===== config.mk =====
export PLATFORM = sky130hd
export DESIGN_NAME = button_debounce
export DESIGN_NICKNAME = d
export VERILOG_FILES = /design/src/rtl/button_debounce.sv
export SDC_FILE = /design/constraint.sdc
export NUM_CORES = 1
export LEC_CHECK = 0
export CORE_ASPECT_RATIO = 0.8
export CORE_MARGIN = 4
export CORE_UTILIZATION = 61
export DETAILED_ROUTE_END_ITERATION = 6
export PLACE_DENSITY_LB_ADDON = 0.1
export SLEW_MARGIN = 40
export SYNTH_ARGS = -nofsm -noshare
export SYNTH_HDL_FRONTEND = slang
export SYNTH_SLANG_ARGS = --single-unit
export TNS_END_PERCENT = 1

===== constraint.sdc =====
create_clock -name CLK -period 2.9 [get_ports CLK]
set_clock_uncertainty 0.05 [all_clocks]
set_input_delay 0.87 -clock CLK [delete_from_list [all_inputs] [get_ports CLK]]
set_output_delay 0.87 -clock CLK [all_outputs]
set_load 0.02 [all_outputs]

===== src/rtl/button_debounce.sv =====
// button_debounce: conditions a raw, asynchronous pushbutton pin into a clean
// debounced level plus one-cycle press/release strobes.
// Structure: SYNC_STAGES-deep synchroniser -> settle counter -> 4-state FSM.
// Optional long-press strobe is enabled by defining DEBOUNCE_LONGPRESS_EN;
// without it LONG is tied low and all other timing is identical.
module button_debounce #(
    parameter int SYNC_STAGES     = 2,
    parameter int CNT_WIDTH       = 17,
    parameter int DEBOUNCE_CYCLES = 120000,
    parameter int LONG_CYCLES     = 131071
) (
    input  logic CLK,
    input  logic RESETN,
    input  logic BTN,
    output logic LEVEL,
    output logic PRESS,
    output logic RELEASE,
    output logic LONG
);

    localparam logic [1:0] IDLE_LO   = 2'd0;
    localparam logic [1:0] SETTLE_HI = 2'd1;
    localparam logic [1:0] IDLE_HI   = 2'd2;
    localparam logic [1:0] SETTLE_LO = 2'd3;

    localparam longint CNT_MAX = (longint'(1) << CNT_WIDTH) - 1;

    localparam logic [CNT_WIDTH-1:0] CNT_ONE  = CNT_WIDTH'(1);
    localparam logic [CNT_WIDTH-1:0] CNT_LAST = CNT_WIDTH'(DEBOUNCE_CYCLES - 1);

    // Counters never wrap: both windows must fit below the all-ones value.
    if (SYNC_STAGES < 2) begin : g_bad_sync
        $error("button_debounce: SYNC_STAGES must be >= 2");
    end
    if (DEBOUNCE_CYCLES < 2 || longint'(DEBOUNCE_CYCLES) > CNT_MAX) begin : g_bad_debounce
        $error("button_debounce: DEBOUNCE_CYCLES must be in 2 .. 2**CNT_WIDTH-1");
    end
    if (LONG_CYCLES < 1 || longint'(LONG_CYCLES) > CNT_MAX) begin : g_bad_long
        $error("button_debounce: LONG_CYCLES must be in 1 .. 2**CNT_WIDTH-1");
    end

    logic [SYNC_STAGES-1:0] sync_ff;
    logic                   sync;
    logic [1:0]             state;
    logic [CNT_WIDTH-1:0]   cnt;

    assign sync = sync_ff[SYNC_STAGES-1];

    // Synchronise the asynchronous button pin into the CLK domain.
    always_ff @(posedge CLK or negedge RESETN) begin
        if (!RESETN) begin
            sync_ff <= '0;
        end else begin
            sync_ff <= {sync_ff[SYNC_STAGES-2:0], BTN};
        end
    end

    // Debounce FSM: a change is accepted only after DEBOUNCE_CYCLES stable samples.
    always_ff @(posedge CLK or negedge RESETN) begin
        if (!RESETN) begin
            state   <= IDLE_LO;
            cnt     <= '0;
            LEVEL   <= 1'b0;
            PRESS   <= 1'b0;
            RELEASE <= 1'b0;
        end else begin
            PRESS   <= 1'b0;
            RELEASE <= 1'b0;
            case (state)
                IDLE_LO: begin
                    if (sync) begin
                        state <= SETTLE_HI;
                        cnt   <= CNT_ONE;
                    end else begin
                        cnt <= '0;
                    end
                end
                SETTLE_HI: begin
                    if (!sync) begin
                        state <= IDLE_LO;
                        cnt   <= '0;
                    end else if (cnt == CNT_LAST) begin
                        state <= IDLE_HI;
                        LEVEL <= 1'b1;
                        PRESS <= 1'b1;
                        cnt   <= '0;
                    end else begin
                        cnt <= cnt + CNT_ONE;
                    end
                end
                IDLE_HI: begin
                    if (!sync) begin
                        state <= SETTLE_LO;
                        cnt   <= CNT_ONE;
                    end else begin
                        cnt <= '0;
                    end
                end
                SETTLE_LO: begin
                    if (sync) begin
                        state <= IDLE_HI;
                        cnt   <= '0;
                    end else if (cnt == CNT_LAST) begin
                        state   <= IDLE_LO;
                        LEVEL   <= 1'b0;
                        RELEASE <= 1'b1;
                        cnt     <= '0;
                    end else begin
                        cnt <= cnt + CNT_ONE;
                    end
                end
                default: begin
                    state <= IDLE_LO;
                    cnt   <= '0;
                end
            endcase
        end
    end

`ifdef DEBOUNCE_LONGPRESS_EN
    localparam logic [CNT_WIDTH-1:0] HOLD_LAST = CNT_WIDTH'(LONG_CYCLES - 1);

    logic [CNT_WIDTH-1:0] hold_cnt;
    logic                 press_accept;

    assign press_accept = (state == SETTLE_HI) && sync && (cnt == CNT_LAST);

    // Hold timer: cleared when a press is accepted, keeps counting through
    // release bounces (SETTLE_LO) and saturates, so LONG fires once per press.
    always_ff @(posedge CLK or negedge RESETN) begin
        if (!RESETN) begin
            hold_cnt <= '0;
            LONG     <= 1'b0;
        end else begin
            LONG <= 1'b0;
            if (press_accept) begin
                hold_cnt <= '0;
            end else if (state == IDLE_HI || state == SETTLE_LO) begin
                if (hold_cnt != '1) begin
                    hold_cnt <= hold_cnt + CNT_ONE;
                end
                if (hold_cnt == HOLD_LAST) begin
                    LONG <= 1'b1;
                end
            end
        end
    end
`else
    assign LONG = 1'b0;
`endif

endmodule


## Yosys cells after proc, flatten, opt, wreduce, memory -nomap -nowiden

Cells that the tools add are included.
Widths: inputs -> output; s select.

- Bits in registers: 24
- Bits in latches: 0
- Bits in writable memories: 0
- Memory bits (read-only): 0
- Input bits: 3
- Output and inout bits: 4
- Word-level logic and storage cells: 46
- Memories: 0

- $add $sub $neg: 1
- Multiply operators: 0
- Divide/modulo/power cells: 0
- $lt $le $gt $ge: 0
- Equality and inequality tests: 12
- Shifts and indexed selects: 0
- Multiplexer cells: 23
- Bitwise logic cells: 0
- Reduce and logical (&&, ||, !) cells: 4

Operators by type and width:

| operator | count |
|---|---|
| $pmux 17 s4 | 1 |
| $mux 17 | 3 |
| $add 17x1->17 const B | 1 |
| $eq 17x17->1 const B | 1 |
| $mux 2 | 6 |
| $ne 2x2->1 const B | 6 |
| $mux 1 | 11 |
| $pmux 2 s4 | 1 |
| $ne 3x3->1 const B | 2 |
| $reduce_and 5->1 | 1 |
| $eq 2x2->1 const B | 2 |
| $reduce_and 4->1 | 1 |
| $eq 2x1->1 const B | 1 |
| $logic_not 2->1 | 1 |
| $pmux 1 s2 | 1 |
| $reduce_bool 2->1 | 1 |

## Depth between registers and ports, before layout

- Depth after elaboration: 4
- Mapped depth: 7
- Depth with buffers taken out: 5

## Worst setup path before layout

Ideal clock, no wire load.

- Path kind: register to register
- From: reg cnt[0]
- To: reg cnt[11]
- Setup time: 0.071 ns
- Arrival time: 1.692 ns
- Required time: 2.779 ns
- Slack: 1.086 ns
- Cell stages (with the launch flop): 8
- Path buffers: 2
- Clock period less this slack: 1.814 ns
- Cell sequence: dfrtp_1 -> ha_1 -> and3_1 -> buf_6 -> and4b_1 -> a211o_4 -> buf_6 -> nor2_1

- Cells in the longest elaborated chain, start to end: 4
- Elaborated cells between the ends (all ways): 6
- Classes of those cells: 1 x add/sub; 1 x eq/ne; 4 x mux

Ends and longest elaborated chain:

| what | RTL line | RTL |
|---|---|---|
| from (decl) | 45 | `logic [CNT_WIDTH-1:0] cnt;` |
| from (signal assigned) | 88 | `cnt <= cnt + CNT_ONE;` |
| from (signal assigned) | 109 | `cnt <= cnt + CNT_ONE;` |
| $add 17x1->17 or $eq 17x17->1 (tied branches) | -- |  |
| $mux 17 * | 82, 103 |  |
| $mux 17, on equally long branches | 100, 79 |  |
| $pmux 17 s4 * | 69 | `case (state)` |

Every way passes the cells marked *; elsewhere a longest branch is shown, timed or not.
A chain may end at the register's enable or synchronous reset.

## Final worst setup path

- From: reg LEVEL
- To: out LEVEL

RTL lines:

| what | RTL line | RTL |
|---|---|---|
| from (decl) | 15 | `output logic LEVEL,` |
| from (signal assigned) | 63 | `LEVEL <= 1'b0;` |
| from (signal assigned) | 84 | `LEVEL <= 1'b1;` |
| from (signal assigned) | 105 | `LEVEL <= 1'b0;` |

No word-level cell between the ends.

==> impl_metrics.prom <==
# TYPE chip_impl_metric gauge
chip_impl_info{name="outcome",value="finished, final reports clean"} 1
chip_impl_metric{name="grt_antenna_before_repair",unit=""} 0
chip_impl_metric{name="vias_in_the_first_global_route",unit=""} 712
chip_impl_metric{name="core.rowCount",unit=""} 13
chip_impl_metric{name="tns",unit="ns"} 0
chip_impl_metric{name="cp_max_fo",unit=""} 3
chip_impl_metric{name="postSynthAreaPerCell",unit="um^2"} 10.7
chip_impl_metric{name="power_per_cell_area",unit="mW/mm^2"} 427
chip_impl_info{name="clk_root_buffer_cell",value="sky130_fd_sc_hd__clkbuf_4"} 1
chip_impl_metric{name="power.leakage",unit="nW"} 0.495
chip_impl_metric{name="routed_wire_length_per_instance",unit="um"} 14.0
chip_impl_metric{name="ys_warn_count",unit=""} 0
chip_impl_metric{name="maxCapViolations",unit=""} 0
chip_impl_metric{name="layout.area.seq",unit="um^2"} 601
chip_impl_metric{name="setup_viol_count_final",unit=""} 0
chip_impl_info{name="crit_chain",value="clkdlybuf4s50_1"} 1
chip_impl_metric{name="io_buffer_count",unit=""} 5
chip_impl_metric{name="placed_area",unit="mm^2"} 0.00121
chip_impl_metric{name="first_iter_violations",unit=""} 12
chip_impl_metric{name="via_count",unit=""} 783
chip_impl_metric{name="fin_area",unit="mm^2"} 0.00125
chip_impl_info{name="rsz0062_at_grt",value="false"} 1
chip_impl_metric{name="postSynth.asyncResetShare",unit="%"} 100
chip_impl_metric{name="grt_pass1_wl",unit="um"} 3330
chip_impl_metric{name="final_min_period",unit="ns"} 2.21
chip_impl_metric{name="multi_input_combinational_cell_area",unit="um^2"} 505
chip_impl_info{name="synth_top_cells_by_count",value="sky130_fd_sc_hd__dfrtp_1, sky130_fd_sc_hd__nor2_1, sky130_fd_sc_hd__xnor2_1, sky130_fd_sc_hd__nand3_1, sky130_fd_sc_hd__inv_1"} 1
chip_impl_metric{name="start_util",unit="%"} 67.8
chip_impl_info{name="start_kind",value="register"} 1
chip_impl_info{name="synth_most_common_cell",value="sky130_fd_sc_hd__dfrtp_1"} 1
chip_impl_metric{name="cp_data_required_time",unit="ns"} 1.98
chip_impl_metric{name="die_height",unit="um"} 47.0
chip_impl_metric{name="tritoncts_num_sinks",unit=""} 24
chip_impl_metric{name="synth.top_cell.area_share",unit="%"} 51.8
chip_impl_metric{name="max_freq",unit="MHz"} 452
chip_impl_metric{name="die_width",unit="um"} 56.7
chip_impl_metric{name="cts-buffers-inserted",unit=""} 3
chip_impl_info{name="postSynth.topFlopCell",value="sky130_fd_sc_hd__dfrtp_1"} 1
chip_impl_metric{name="overflow",unit=""} 0
chip_impl_metric{name="reg2reg_depth",unit=""} 5
chip_impl_metric{name="antenna-diode-count",unit=""} 0
chip_impl_metric{name="worstSkewPairLatency",unit="ns"} 0.31
chip_impl_metric{name="place.gp.congestion",unit=""} 0.795
chip_impl_metric{name="syn_to_final_growth",unit="%"} 7.88
chip_impl_metric{name="hold_viol",unit=""} 0
chip_impl_metric{name="cp.arrival",unit="ns"} 1.29
chip_impl_metric{name="design.portCount",unit=""} 7
chip_impl_metric{name="grtUsageTotal",unit="%"} 17.0
chip_impl_metric{name="ctsHoldBuffers",unit=""} 0
chip_impl_info{name="critPathSlowestCell",value="sky130_fd_sc_hd__clkdlybuf4s50_1"} 1
chip_impl_metric{name="synth_edf_count",unit=""} 0
chip_impl_metric{name="mapped_cell_area",unit="mm^2"} 0.00116
chip_impl_metric{name="fillCellCount",unit=""} 128
chip_impl_info{name="crit-reg2reg-launch",value="cnt[0]"} 1
chip_impl_info{name="worst_path_dominant_cell_family",value="buffers and inverters"} 1
chip_impl_metric{name="postRouteAntennaNets",unit=""} 0
chip_impl_metric{name="synth_fp_nets",unit=""} 112
chip_impl_info{name="netlist_top_cells_area",value="sky130_fd_sc_hd__dfrtp_1, sky130_fd_sc_hd__xnor2_1, sky130_fd_sc_hd__nor2_1"} 1
chip_impl_metric{name="synth_seq_area_share",unit="%"} 51.8
chip_impl_metric{name="routed_wirelength",unit="um"} 1920
chip_impl_metric{name="dp_hpwl",unit="um"} 1410
chip_impl_metric{name="ys_ff_latch",unit=""} 24
chip_impl_metric{name="cts_buffer_depth",unit=""} 2
chip_impl_metric{name="detail_route.drc_violations",unit=""} 0
chip_impl_info{name="tritoncts",value="done"} 1
chip_impl_metric{name="synth.lib_cells_used.distinct",unit=""} 27
chip_impl_metric{name="drtPass1Iterations",unit=""} 4
chip_impl_metric{name="critical_path_buf_inv_count",unit=""} 1
chip_impl_metric{name="slew_viol_final",unit=""} 0
chip_impl_metric{name="min_period_over_period",unit="%"} 76.3
chip_impl_metric{name="postCtsSetupBuffers",unit=""} 0
chip_impl_metric{name="design.core.area",unit="mm^2"} 0.00171
chip_impl_metric{name="grt_max_degree",unit=""} 25
chip_impl_info{name="worst_path_class_setup",value="reg -> out"} 1
chip_impl_metric{name="layout.nets",unit=""} 120
chip_impl_metric{name="via_per_inst",unit=""} 5.72
chip_impl_info{name="timing.hold.worst.class",value="reg -> reg"} 1
chip_impl_info{name="hp-start",value="sync_ff[0]"} 1
chip_impl_metric{name="synth_cells",unit=""} 108
chip_impl_metric{name="cts_h_tree_lvls",unit=""} 1
chip_impl_metric{name="die_area",unit="mm^2"} 0.00266
chip_impl_metric{name="clk_pin_slew_worst_paths",unit="ns"} 0.12
chip_impl_info{name="yosysTopAreaCell",value="sky130_fd_sc_hd__dfrtp_1"} 1
chip_impl_metric{name="post_route_cells_drive_above_1_share",unit="%"} 9.57
chip_impl_info{name="endpoint_of_the_worst_hold_path",value="sync_ff[1]"} 1
chip_impl_metric{name="cts-resized-gates",unit=""} 0
chip_impl_info{name="endpoint_kind",value="primary output"} 1
chip_impl_metric{name="max_stage_delay",unit="ns"} 0.61
chip_impl_metric{name="r2r_slack",unit="ns"} 1.04
chip_impl_metric{name="irDropWorstVdd",unit="mV"} 0.425
chip_impl_metric{name="whs_path_depth",unit=""} 0
metrics by stage:
step                cells  setup WS, ns  power [mW]  hold WS [ns]  utilization (%)
global route          137         0.620       0.560         0.336             73.2
global placement      133          1.05       0.370         0.284             71.1
CTS                   137         0.672       0.540         0.317             73.2
floorplan             108          1.09       0.360         0.281                -
finish                137         0.689       0.533         0.314             73.2
detailed placement    133          1.03       0.371         0.288             71.1
logic make-up after synthesis:
group | synth area share [%]
DFF | 51.8
AOI/OAI and AO/OA | 3.56
other | 0.324
buffers and inverters | 4.54
muxes | 0.972
adders and majority gates | 1.08
and+or+nand+nor | 25.6
xor gates and xnor gates | 12.1
registers in the layout (all words and copies together) (netlist names), named ones only:
signal   flops
cnt         17
sync_ff      2
LEVEL        1
PRESS        1
RELEASE      1
state        1
routing by layer:
metal | share of wire, % | global-route usage (%)
met5 | 0 | 0
met3 | 5.2 | 5.22
met1 | 49 | 23.7
met4 | 0.63 | 4.27
met2 | 45 | 26.5
placed cells by master, fill, tap and decap left out:
cell type                         instances
sky130_fd_sc_hd__a211oi_1                 1
sky130_fd_sc_hd__nand3_1                  7
sky130_fd_sc_hd__nor3b_1                  2
sky130_fd_sc_hd__nor2_1                  19
sky130_fd_sc_hd__and4b_1                  1
sky130_fd_sc_hd__and3_2                   2
sky130_fd_sc_hd__conb_1                   1
sky130_fd_sc_hd__clkbuf_8                 1
sky130_fd_sc_hd__buf_4                    1
sky130_fd_sc_hd__nor4_1                   5
sky130_fd_sc_hd__nand2_1                  3
sky130_fd_sc_hd__a21boi_0                 1
sky130_fd_sc_hd__xnor2_1                 13
sky130_fd_sc_hd__dfrtp_1                 24
sky130_fd_sc_hd__mux2_2                   1
sky130_fd_sc_hd__xor2_1                   3
sky130_fd_sc_hd__nor4b_4                  1
sky130_fd_sc_hd__and3_1                   1
sky130_fd_sc_hd__nand2b_1                 1
sky130_fd_sc_hd__inv_1                    6
sky130_fd_sc_hd__ha_1                     1
sky130_fd_sc_hd__clkdlybuf4s50_1          5
sky130_fd_sc_hd__nor3_1                   3
sky130_fd_sc_hd__clkbuf_4                 3
sky130_fd_sc_hd__a211o_1                  1
sky130_fd_sc_hd__a211o_4                  1
sky130_fd_sc_hd__nand4_1                  5
sky130_fd_sc_hd__nor4b_2                  1
sky130_fd_sc_hd__nor4bb_1                 1
power by group:
part           switching [mW]  total [mW]  internal (mW)
sequential            0.00339       0.342          0.338
combinational          0.0144      0.0217        0.00730
clock                  0.0931       0.170         0.0766
total                   0.111       0.533          0.422
final cells by class:
type / count / share of cell area, %
clock buffers: 4 / 2.90
inverters: 6 / 1.80
multi-input cells: 75 / 40.4
flip-flops and latches: 24 / 48.0
well taps: 22 / 2.20
repair buffers: 6 / 4.60
worst max path at each step:
stage          startpoint      end  slack [ns]  depth (start not counted)
3_3_place_gp        LEVEL    LEVEL        1.05                          1
3_5_place_dp        LEVEL    LEVEL        1.03                          1
5_1_grt             LEVEL    LEVEL        0.62                          1
2_1_floorplan      cnt[0]  cnt[11]        1.09                          7
4_1_cts             LEVEL    LEVEL        0.67                          1
6_report            LEVEL    LEVEL        0.69                          1
(Power assumes the default switching activity.)
